$ cat src/rtl/mmu_pkg.sv
// Shared MMU definitions: array geometry, datapath widths
// and the weight-loader FSM state encoding.
package mmu_pkg;

    localparam int MMU_DIM    = 4;
    localparam int MMU_DATA_W = 8;
    localparam int MMU_SUM_W  = 16;

    typedef enum logic [2:0] {
        LD_IDLE  = 3'd0,
        LD_READ  = 3'd1,
        LD_SHIFT = 3'd2,
        LD_DRAIN = 3'd3,
        LD_DONE  = 3'd4
    } ld_state_t;

endpackage

$ cat src/rtl/mmu_weight_loader.sv
// Weight-shift chain driver: reads DIM rows top-address-first and
// shifts them into the top row of the PE array, then drains.
module mmu_weight_loader
    import mmu_pkg::*;
#(
    parameter int DIM    = MMU_DIM,
    parameter int ADDR_W = 8,
    parameter int DRAIN  = 4
) (
    input  logic                      clk,
    input  logic                      reset,
    input  logic                      start,
    input  logic [ADDR_W-1:0]         base_addr,
    output logic                      mem_rd_en,
    output logic [ADDR_W-1:0]         mem_rd_addr,
    input  logic [DIM*MMU_DATA_W-1:0] mem_rd_data,
    output logic [DIM*MMU_DATA_W-1:0] win,
    output logic [DIM-1:0]            wwrite,
    output logic                      busy,
    output logic                      done
);

    localparam int WW       = DIM * MMU_DATA_W;
    localparam int RW       = $clog2(DIM + 1);
    localparam int DW       = (DRAIN > 0) ? $clog2(DRAIN + 1) : 1;
    localparam int DRN_INIT = (DRAIN > 0) ? DRAIN - 1 : 0;

    ld_state_t         state_q, state_d;
    logic [RW-1:0]     row_q, row_d;
    logic [DW-1:0]     drn_q, drn_d;
    logic              vld_q, vld_d;
    logic              en_d;
    logic [ADDR_W-1:0] addr_d;
    logic [WW-1:0]     win_d;
    logic [DIM-1:0]    wwr_d;
    logic              busy_d;
    logic              done_d;

    // Next state and next values of every registered output.
    always_comb begin
        state_d = state_q;
        row_d   = row_q;
        drn_d   = drn_q;
        en_d    = mem_rd_en;
        addr_d  = mem_rd_addr;
        busy_d  = busy;
        done_d  = 1'b0;
        vld_d   = mem_rd_en;
        win_d   = vld_q ? mem_rd_data : win;
        wwr_d   = vld_q ? {DIM{1'b1}} : {DIM{1'b0}};

        unique case (state_q)
            LD_IDLE, LD_DONE: begin
                state_d = LD_IDLE;
                busy_d  = 1'b0;
                if (start) begin
                    state_d = LD_READ;
                    busy_d  = 1'b1;
                    en_d    = 1'b1;
                    addr_d  = base_addr + ADDR_W'(DIM - 1);
                    row_d   = RW'(DIM - 1);
                end
            end
            LD_READ: begin
                if (row_q == '0) begin
                    en_d    = 1'b0;
                    state_d = LD_SHIFT;
                end else begin
                    addr_d = mem_rd_addr - 1'b1;
                    row_d  = row_q - 1'b1;
                end
            end
            LD_SHIFT: begin
                // Last row still in the read pipe until vld drops.
                if (!vld_q) begin
                    if (DRAIN == 0) begin
                        state_d = LD_DONE;
                        done_d  = 1'b1;
                        busy_d  = 1'b0;
                    end else begin
                        state_d = LD_DRAIN;
                        drn_d   = DW'(DRN_INIT);
                    end
                end
            end
            LD_DRAIN: begin
                if (drn_q == '0) begin
                    state_d = LD_DONE;
                    done_d  = 1'b1;
                    busy_d  = 1'b0;
                end else begin
                    drn_d = drn_q - 1'b1;
                end
            end
            default: begin
                state_d = LD_IDLE;
                busy_d  = 1'b0;
                en_d    = 1'b0;
            end
        endcase
    end

    // State, counters, read-valid pipe and registered outputs.
    always_ff @(posedge clk) begin
        if (reset) begin
            state_q     <= LD_IDLE;
            row_q       <= '0;
            drn_q       <= '0;
            vld_q       <= 1'b0;
            mem_rd_en   <= 1'b0;
            mem_rd_addr <= '0;
            win         <= '0;
            wwrite      <= '0;
            busy        <= 1'b0;
            done        <= 1'b0;
        end else begin
            state_q     <= state_d;
            row_q       <= row_d;
            drn_q       <= drn_d;
            vld_q       <= vld_d;
            mem_rd_en   <= en_d;
            mem_rd_addr <= addr_d;
            win         <= win_d;
            wwrite      <= wwr_d;
            busy        <= busy_d;
            done        <= done_d;
        end
    end

endmodule

$ cat config.mk
export PLATFORM = sky130hd
export DESIGN_NAME = mmu_weight_loader
export DESIGN_NICKNAME = d
export VERILOG_FILES = /design/src/rtl/mmu_pkg.sv /design/src/rtl/mmu_weight_loader.sv
export SDC_FILE = /design/constraint.sdc
export NUM_CORES = 1
export LEC_CHECK = 0
export ABC_AREA = 1
export BUFFER_PORTS_ARGS = -buffer_cell sky130_fd_sc_hd__buf_2
export CAP_MARGIN = 10
export CORE_UTILIZATION = 53
export DETAILED_ROUTE_END_ITERATION = 10
export PLACE_DENSITY = 0.85
export SLEW_MARGIN = 40
export SYNTH_ARGS = -nofsm -noshare
export SYNTH_HDL_FRONTEND = slang
export SYNTH_SLANG_ARGS = --single-unit
export TNS_END_PERCENT = 30
$ cat constraint.sdc
create_clock -name clk -period 3.35 [get_ports clk]
set_input_delay 0.67 -clock clk [delete_from_list [all_inputs] [get_ports clk]]
set_output_delay 0.67 -clock clk [all_outputs]
set_load 0.02 [all_outputs]
Yosys cells after proc, flatten, opt, wreduce, memory -nomap -nowiden --
Cells that the tools add are included.
Storage, ports and cells: input bits 43, output and inout bits 47, register bits after elaboration 57
Operators by class: reductions and logical operators 14, multiplexer cells 21, eq/ne operators 10, add/sub/neg operators 4, bitwise logic cells 3
Operators with widths (count):
- $mux 3 | 6
- $mux 8 | 2
- $pmux 8 s2 | 1
- $ne 2x2->1 const B | 6
- $pmux 3 s2 | 2
- $pmux 3 s4 | 1
- $reduce_and 3->1 | 4
- $logic_not 3->1 | 3
- $add 8x2->8 const B | 1
- $reduce_or 2->1 | 4
- $sub 8x1->8 const B | 1
- $eq 3x2->1 const B | 2
- $mux 1 | 6
- $pmux 1 s3 | 2
- $sub 3x1->3 const B | 2
- $mux 4 | 1
- $reduce_bool 2->1 | 2
- $eq 3x1->1 const B | 1
- $eq 3x3->1 const B | 1
- $not 1->1 | 3
- $reduce_and 2->1 | 1

Logic depth before layout (Yosys ltp) --
Gate-level depths: netlist of run 1.
word-level depth 4, gate-level depth with buffers 11, gate-level depth less buffers 11

Worst setup path after synthesis of run 1 --
No wires, ideal clock.
path kind input-to-reg, from in base_addr[0], to reg mem_rd_addr[4], slack 1.857 ns, path buffers 0, cell stages on the path 9, arrival time 1.384 ns, cells stage by stage inv_1 > ha_1 > nor2_1 > xnor2_1 > nand2_1 > nand2_1 > nand2_1 > nand2_1 > inv_1
Between the ends: word-level cells in the longest chain between the ends 3
Ends and longest elaborated chain:
- start, declared | RTL line mmu_weight_loader.sv:13 | input logic [ADDR_W-1:0] base_addr,
- $add 8x2->8 | RTL line mmu_weight_loader.sv:60 | addr_d = base_addr + ADDR_W'(DIM - 1);
- $mux 8 | RTL line mmu_weight_loader.sv:56 | if (start) begin
- $pmux 8 s2 | RTL line mmu_weight_loader.sv:52 | unique case (state_q)
- end signal, assigned | RTL line mmu_weight_loader.sv:122 | mem_rd_addr <= addr_d;
- end, declared | RTL line mmu_weight_loader.sv:15 | output logic [ADDR_W-1:0] mem_rd_addr,
No other way between the ends. The select of a mux whose other input is x is not followed. A chain may end at the register's enable or synchronous reset.

Final worst setup path of run 1 --
from reg state_q[0], to reg mem_rd_addr[1]
Between the ends: word-level cells in the longest chain between the ends 4, elaborated cells on any way between the ends 9, classes of those cells 4 x eq/ne; 1 x mux; 4 x reduce/logical
Ends and longest elaborated chain:
- start, declared | RTL line mmu_weight_loader.sv:28 | ld_state_t state_q, state_d;
- start signal, assigned | RTL line mmu_weight_loader.sv:117 | state_q <= state_d;
- $eq 3x3->1 / $logic_not 3->1 (equally long branches) | RTL line mmu_weight_loader.sv:52
- $reduce_or 2->1 | RTL line mmu_weight_loader.sv:52
- $ne 2x2->1 (no line) / $reduce_bool 2->1 (equally long branches)
- $reduce_and 3->1 (no line)
Several ways; a longest one is shown, not always the timed one.

==> results of run 1 <==
[power groups by stage]
| stage | sequential, mW | combinational (mW) | clock (mW) |
|---|---|---|---|
| 2_1_floorplan | 1.00 | 0.566 | 0 |
| 3_3_place_gp | 0.898 | 0.854 | 0 |
| 3_5_place_dp | 0.901 | 0.880 | 0 |
| 4_1_cts | 0.890 | 0.885 | 0.361 |
| 5_1_grt | 0.913 | 0.988 | 0.390 |
| 6_report | 0.891 | 0.887 | 0.355 |
[sequential cells by signal (all words and copies together), names as in the netlist]
name / flops
busy: 1
done: 1
drn_q: 3
mem_rd_addr: 8
mem_rd_en: 1
row_q: 3
state_q: 3
vld_q: 1
win: 32
wwrite: 1
[synthesized netlist by cell type, types with 3 or more instances]
| library cell | number |
|---|---|
| clkbuf_1 | 10 |
| nand3b_1 | 3 |
| buf_4 | 3 |
| inv_2 | 3 |
| dfxtp_1 | 54 |
| a21oi_2 | 3 |
| o21ai_0 | 42 |
| nand3_1 | 17 |
| inv_1 | 28 |
| nand2_1 | 42 |
| nor2_1 | 87 |
| a21oi_1 | 6 |
| ha_1 | 6 |
[logic make-up after synthesis]
logic type      Yosys count  synth area share
flops                    54             0.447
xor+xnor                  2           0.00724
buf+inv                  48            0.0890
simple gates            161             0.289
compound gates           60             0.137
fa+ha+maj                 6            0.0310
[area by class of cell]
type,instances,share of cell area
clock buffers,5,0.0235
clock inverters,3,0.00640
inverters,32,0.0410
multi-input cells,229,0.383
flip-flops and latches,54,0.369
well taps,52,0.0222
repair buffers,90,0.155
[per-layer routing]
| layer | vias up | GRT usage | wire (µm) |
|---|---|---|---|
| met2 | 79 | 0.381 | 2450 |
| met4 | 0 | 0.0794 | 56 |
| met3 | 6 | 0.0610 | 369 |
| met1 | 1078 | 0.283 | 2440 |
| met5 | - | 0 | 0 |
| li1 | 1214 | - | - |
[layout by cell type (no fill, tap or decap), types with 3 or more instances in the layout]
master / instances
inv_2: 4
ha_1: 6
inv_1: 27
a21oi_2: 3
nand2_1: 42
clkbuf_8: 5
a21oi_1: 6
o21ai_0: 42
nand3b_1: 3
buf_2: 89
nand3_1: 17
dfxtp_1: 53
nor2_1: 87
[per-stage QoR]
stage	util	cell area (µm²)	cells	setup slack (ps)
6_report	0.668	2930	465	1750
5_1_grt	0.668	2930	465	1580
4_1_cts	0.668	2930	465	1750
3_5_place_dp	0.648	2840	457	1630
3_3_place_gp	0.648	2840	457	1300
2_1_floorplan	-	2420	331	1860
[worst reg2reg max path, stage by stage (launching register included)]
cell and delay (ps):
dfxtp_1 360, inv_2 80, nor3_4 440, nand2_4 150, nand2_4 210, inv_2 90, nor2_1 110, nor2_1 50
[final timing paths]
path                            slack [ps]  depth (start not counted)       start              to
worst max-delay path                  1750                          7  state_q[0]  mem_rd_addr[1]
worst min-delay path                   440                          2   mem_rd_en           vld_q
worst max register to register        1750                          7  state_q[0]  mem_rd_addr[1]
worst min register to register         440                          2   mem_rd_en           vld_q
==> results.toml, run 1 <==
[route]
via_count = 2377
drt-pass1-iter-count = 4
dr.first_iter.drc_count = 172
drc_errors = 0
routedWlPerCell_um = 11.4
wirelength_mm = 5.32
ant_nets = 0
viasPerCell = 5.11

[timing]
worst_pin_slew_ps = 561
setup_violations = 0
hold_viol_final = 0
skew_ps = 8.67
fmaxAchievable_mhz = 626
whs_ps = 443
slew_viol_final = 0
rsz0062_at_grt = "no"
min_period_over_period = 0.477
min_period_ps = 1600
relSlewSlack = 0.625
finalSetupTns_ps = 0

[synth]
synth_ff_type = "dfxtp_1"
synthCells = 331
postSynthAreaPerCell_um2 = 7.31
syn-cell-area_mm2 = 0.00242
ys_ff_latch = 54
synthTopCellsByArea = "dfxtp_1 45%, nor2_1 14%, o21ai_0 8.7%"
synth_seq_area_share = 0.447
synth_fp_nets = 380
synth_edf_count = 0
yosysWarnings = 0
yosys.area.top_type_share = 0.447
synthArstFlopShare = 0
ys_types = 34
yosysTopAreaCell = "dfxtp_1"

[floorplan]
die_h_um = 69.6
io-pin-count = 90
num_rows = 24
dieArea_mm2 = 0.00484
start_util = 0.552
die_width_um = 69.6
core_area_mm2 = 0.00438

[clocking]
clock_latency_ps = 300
cts_buffer_depth = 2
cts-root-buf = "clkbuf_8"
hold_buffers = 0
cts_tree = "done"
post_cts_buffers = 0
htreeDepth = 2
cts_resized = 0
path_clk_slew_ps = 100
clock-sinks = 54
cts_buffers = 5

[power_and_ir_drop]
p_int_mw = 1.23
switchingPower_mw = 0.902
peakVddDrop_uv = 396
clock_power_share = 0.167
total_leakage_power_nw = 1.53
pwr-share-seq = 0.418
p_per_area_mw_per_mm2 = 728
p_comb_frac = 0.416
p_total_mw = 2.13
switching_share = 0.423

[global_route]
grt_pass1_wl_mm = 9.16
grt_pass1_vias = 2194
antenna_found_initial = 0
grt_usage = 0.228
overflow = 0
grt_max_degree = 43

[worst_setup_path]
crit_buf_inv = 2
crit_chain = "inv_2 > nor3_4 > nand2_4 > nand2_4 > inv_2 > nor2_1 > nor2_1"
slowest_stage = "nor3_4"
start_kind = "flop"
path_class = "reg -> reg"
worstPathRequired_ps = 3540
cp-end-kind = "flop"
path_max_fanout = 16
cpLargestDelayFamily = "simple AND/OR/NAND/NOR gates"
crit_arrival_ps = 1790
critPathMaxStageDelay_ps = 440

[run_status]
outcome = "complete, no violations"

[min_path]
min_path_type = "reg -> reg"

[final_layout]
fillers = 402
regArea_mm2 = 0.00108
multi_input_area_mm2 = 0.00112
antenna_cells = 0
syn_to_final_growth_pct = 21.2
drive_gt1_frac = 0.278
fin_nets = 461

[place]
dp_hpwl_mm = 3.83
place.gp.congestion = 0.839
io_buffers = 89

[flow_run]
maxCapViolations = 0
Power figures use the tool's default switching activity.
==> run 2: changes to the inputs <==
--- a/config.mk
+++ b/config.mk
@@ -8,9 +8,9 @@
 export ABC_AREA = 1
 export BUFFER_PORTS_ARGS = -buffer_cell sky130_fd_sc_hd__buf_2
 export CAP_MARGIN = 10
-export CORE_UTILIZATION = 53
+export CORE_UTILIZATION = 49
 export DETAILED_ROUTE_END_ITERATION = 10
-export PLACE_DENSITY = 0.85
+export PLACE_DENSITY = 0.8
 export SLEW_MARGIN = 40
 export SYNTH_ARGS = -nofsm -noshare
 export SYNTH_HDL_FRONTEND = slang
==> constraint.sdc (replaced) <==
create_clock -name clk -period 1.59 [get_ports clk]
set_input_delay 0.318 -clock clk [delete_from_list [all_inputs] [get_ports clk]]
set_output_delay 0.318 -clock clk [all_outputs]
set_load 0.02 [all_outputs]
==> results.toml, run 2 (synthesized netlist as in run 1, its figures left out) <==
[route]
drt-pass1-iter-count = 5
ant_nets = 0
wirelength_mm = 5.40
dr.first_iter.drc_count = 155
via_count = 2377
viasPerCell = 4.90
drc_errors = 0
routedWlPerCell_um = 11.1

[timing]
relSlewSlack = 0.767
min_period_over_period = 0.900
rsz0062_at_grt = "no"
worst_pin_slew_ps = 346
skew_ps = 6.77
hold_viol_final = 0
setup_violations = 0
slew_viol_final = 0
min_period_ps = 1430
finalSetupTns_ps = 0
fmaxAchievable_mhz = 699

[final_layout]
final_cell_mix = "89 x buf_2, 87 x nor2_1, 54 x dfxtp_1, 42 x o21ai_0, 42 x nand2_1"
drive_gt1_frac = 0.282
regArea_mm2 = 0.00108
fillers = 429
reg_top3 = "win (32), mem_rd_addr (8)"
final_common_cell = "buf_2"
antenna_cells = 0
multi_input_area_mm2 = 0.00112
largest_reg_flops = 32
final_cells = 485
syn_to_final_growth_pct = 25.0
utilization = 0.640
top_register = "win"
fin_nets = 466

[worst_setup_path]
path_max_fanout = 4
rrSetupSlack_ps = 160
r2r_start = "mem_rd_addr[0]"
crit_arrival_ps = 1640
cp-end-kind = "flop"
r2r_cells = 11
r2r-end = "mem_rd_addr[4]"
setup.worst_path.start = "mem_rd_addr[0]"
start_kind = "flop"
path_class = "reg -> reg"
worstPathRequired_ps = 1800

[power_and_ir_drop]
p_per_area_mw_per_mm2 = 1550
peakVddDrop_uv = 698
p_total_mw = 4.67
total_leakage_power_nw = 1.57

[clocking]
cts-root-buf = "clkbuf_8"
htreeDepth = 2
post_cts_buffers = 0
cts_tree = "done"
cts_buffer_depth = 2
clock_latency_ps = 310
cts_resized = 0
cts_buffers = 5
path_clk_slew_ps = 100
clock-sinks = 54
hold_buffers = 0

[floorplan]
die_h_um = 72.3
start_util = 0.512
core_area_mm2 = 0.00472
io-pin-count = 90
die_width_um = 72.3
dieArea_mm2 = 0.00522
num_rows = 25

[global_route]
grt_usage = 0.215
antenna_found_initial = 0
grt_max_degree = 36
grt_pass1_vias = 2179
overflow = 0
grt_pass1_wl_mm = 8.91

[flow_run]
maxCapViolations = 0

[run_status]
outcome = "complete, no violations"

[min_path]
min_path_type = "in -> reg"
min-delay-start = "mem_rd_data[4]"
hold_depth = 3
hold_end = "win[4]"

[place]
place.gp.congestion = 0.848
dp_hpwl_mm = 3.90
placed_cells_incl_taps = 477
io_buffers = 89
run 2: report_power, final:
group	internal (mW)	switching, mW	leakage [nW]
Combinational	0.669	1.25	1.07
Sequential	1.64	0.196	0.443
Clock	0.468	0.443	0.0504
Total	2.78	1.89	1.57
run 2: how the worst max path moves through the flow:
stage / endpoint / slack, ps / depth (start not counted)
detailed placement: mem_rd_addr[4] / 190 / 11
global route: mem_rd_addr[4] / 0.9 / 11
CTS: mem_rd_addr[4] / 170 / 11
finish: mem_rd_addr[4] / 160 / 11
global placement: mem_rd_addr[4] / 230 / 11
floorplan: mem_rd_addr[4] / 200 / 11
run 2: per-stage QoR:
stage	area, µm²	hold WS (ps)	worst slack (ps)
4_1_cts	3020	219	170
2_1_floorplan	2420	397	202
3_3_place_gp	2910	430	232
3_5_place_dp	2910	431	190
5_1_grt	3020	223	0.933
6_report	3020	225	159
run 2: layer usage:
| layer | share of wire | GRT usage |
|---|---|---|
| met1 | 0.46 | 0.263 |
| met2 | 0.47 | 0.370 |
| met3 | 0.057 | 0.0472 |
| met4 | 0.015 | 0.0784 |
| met5 | 0 | 0 |
run 2: critical path, cell delays in order (launching register included):
cell and delay (ps):
dfxtp_1 340, inv_1 110, ha_1 150, inv_1 50, nor2_1 190, inv_1 80, o21ai_0 140, nand3_1 90
nand2_1 60, nand2_1 40, nand2_1 50, inv_1 30
run 2: final cells by class:
type / instances / area share
multi-input cells: 229 / 0.371
flip-flops and latches: 54 / 0.357
repair buffers: 95 / 0.166
inverters: 32 / 0.0397
well taps: 67 / 0.0277
clock buffers: 5 / 0.0228
clock inverters: 3 / 0.0149
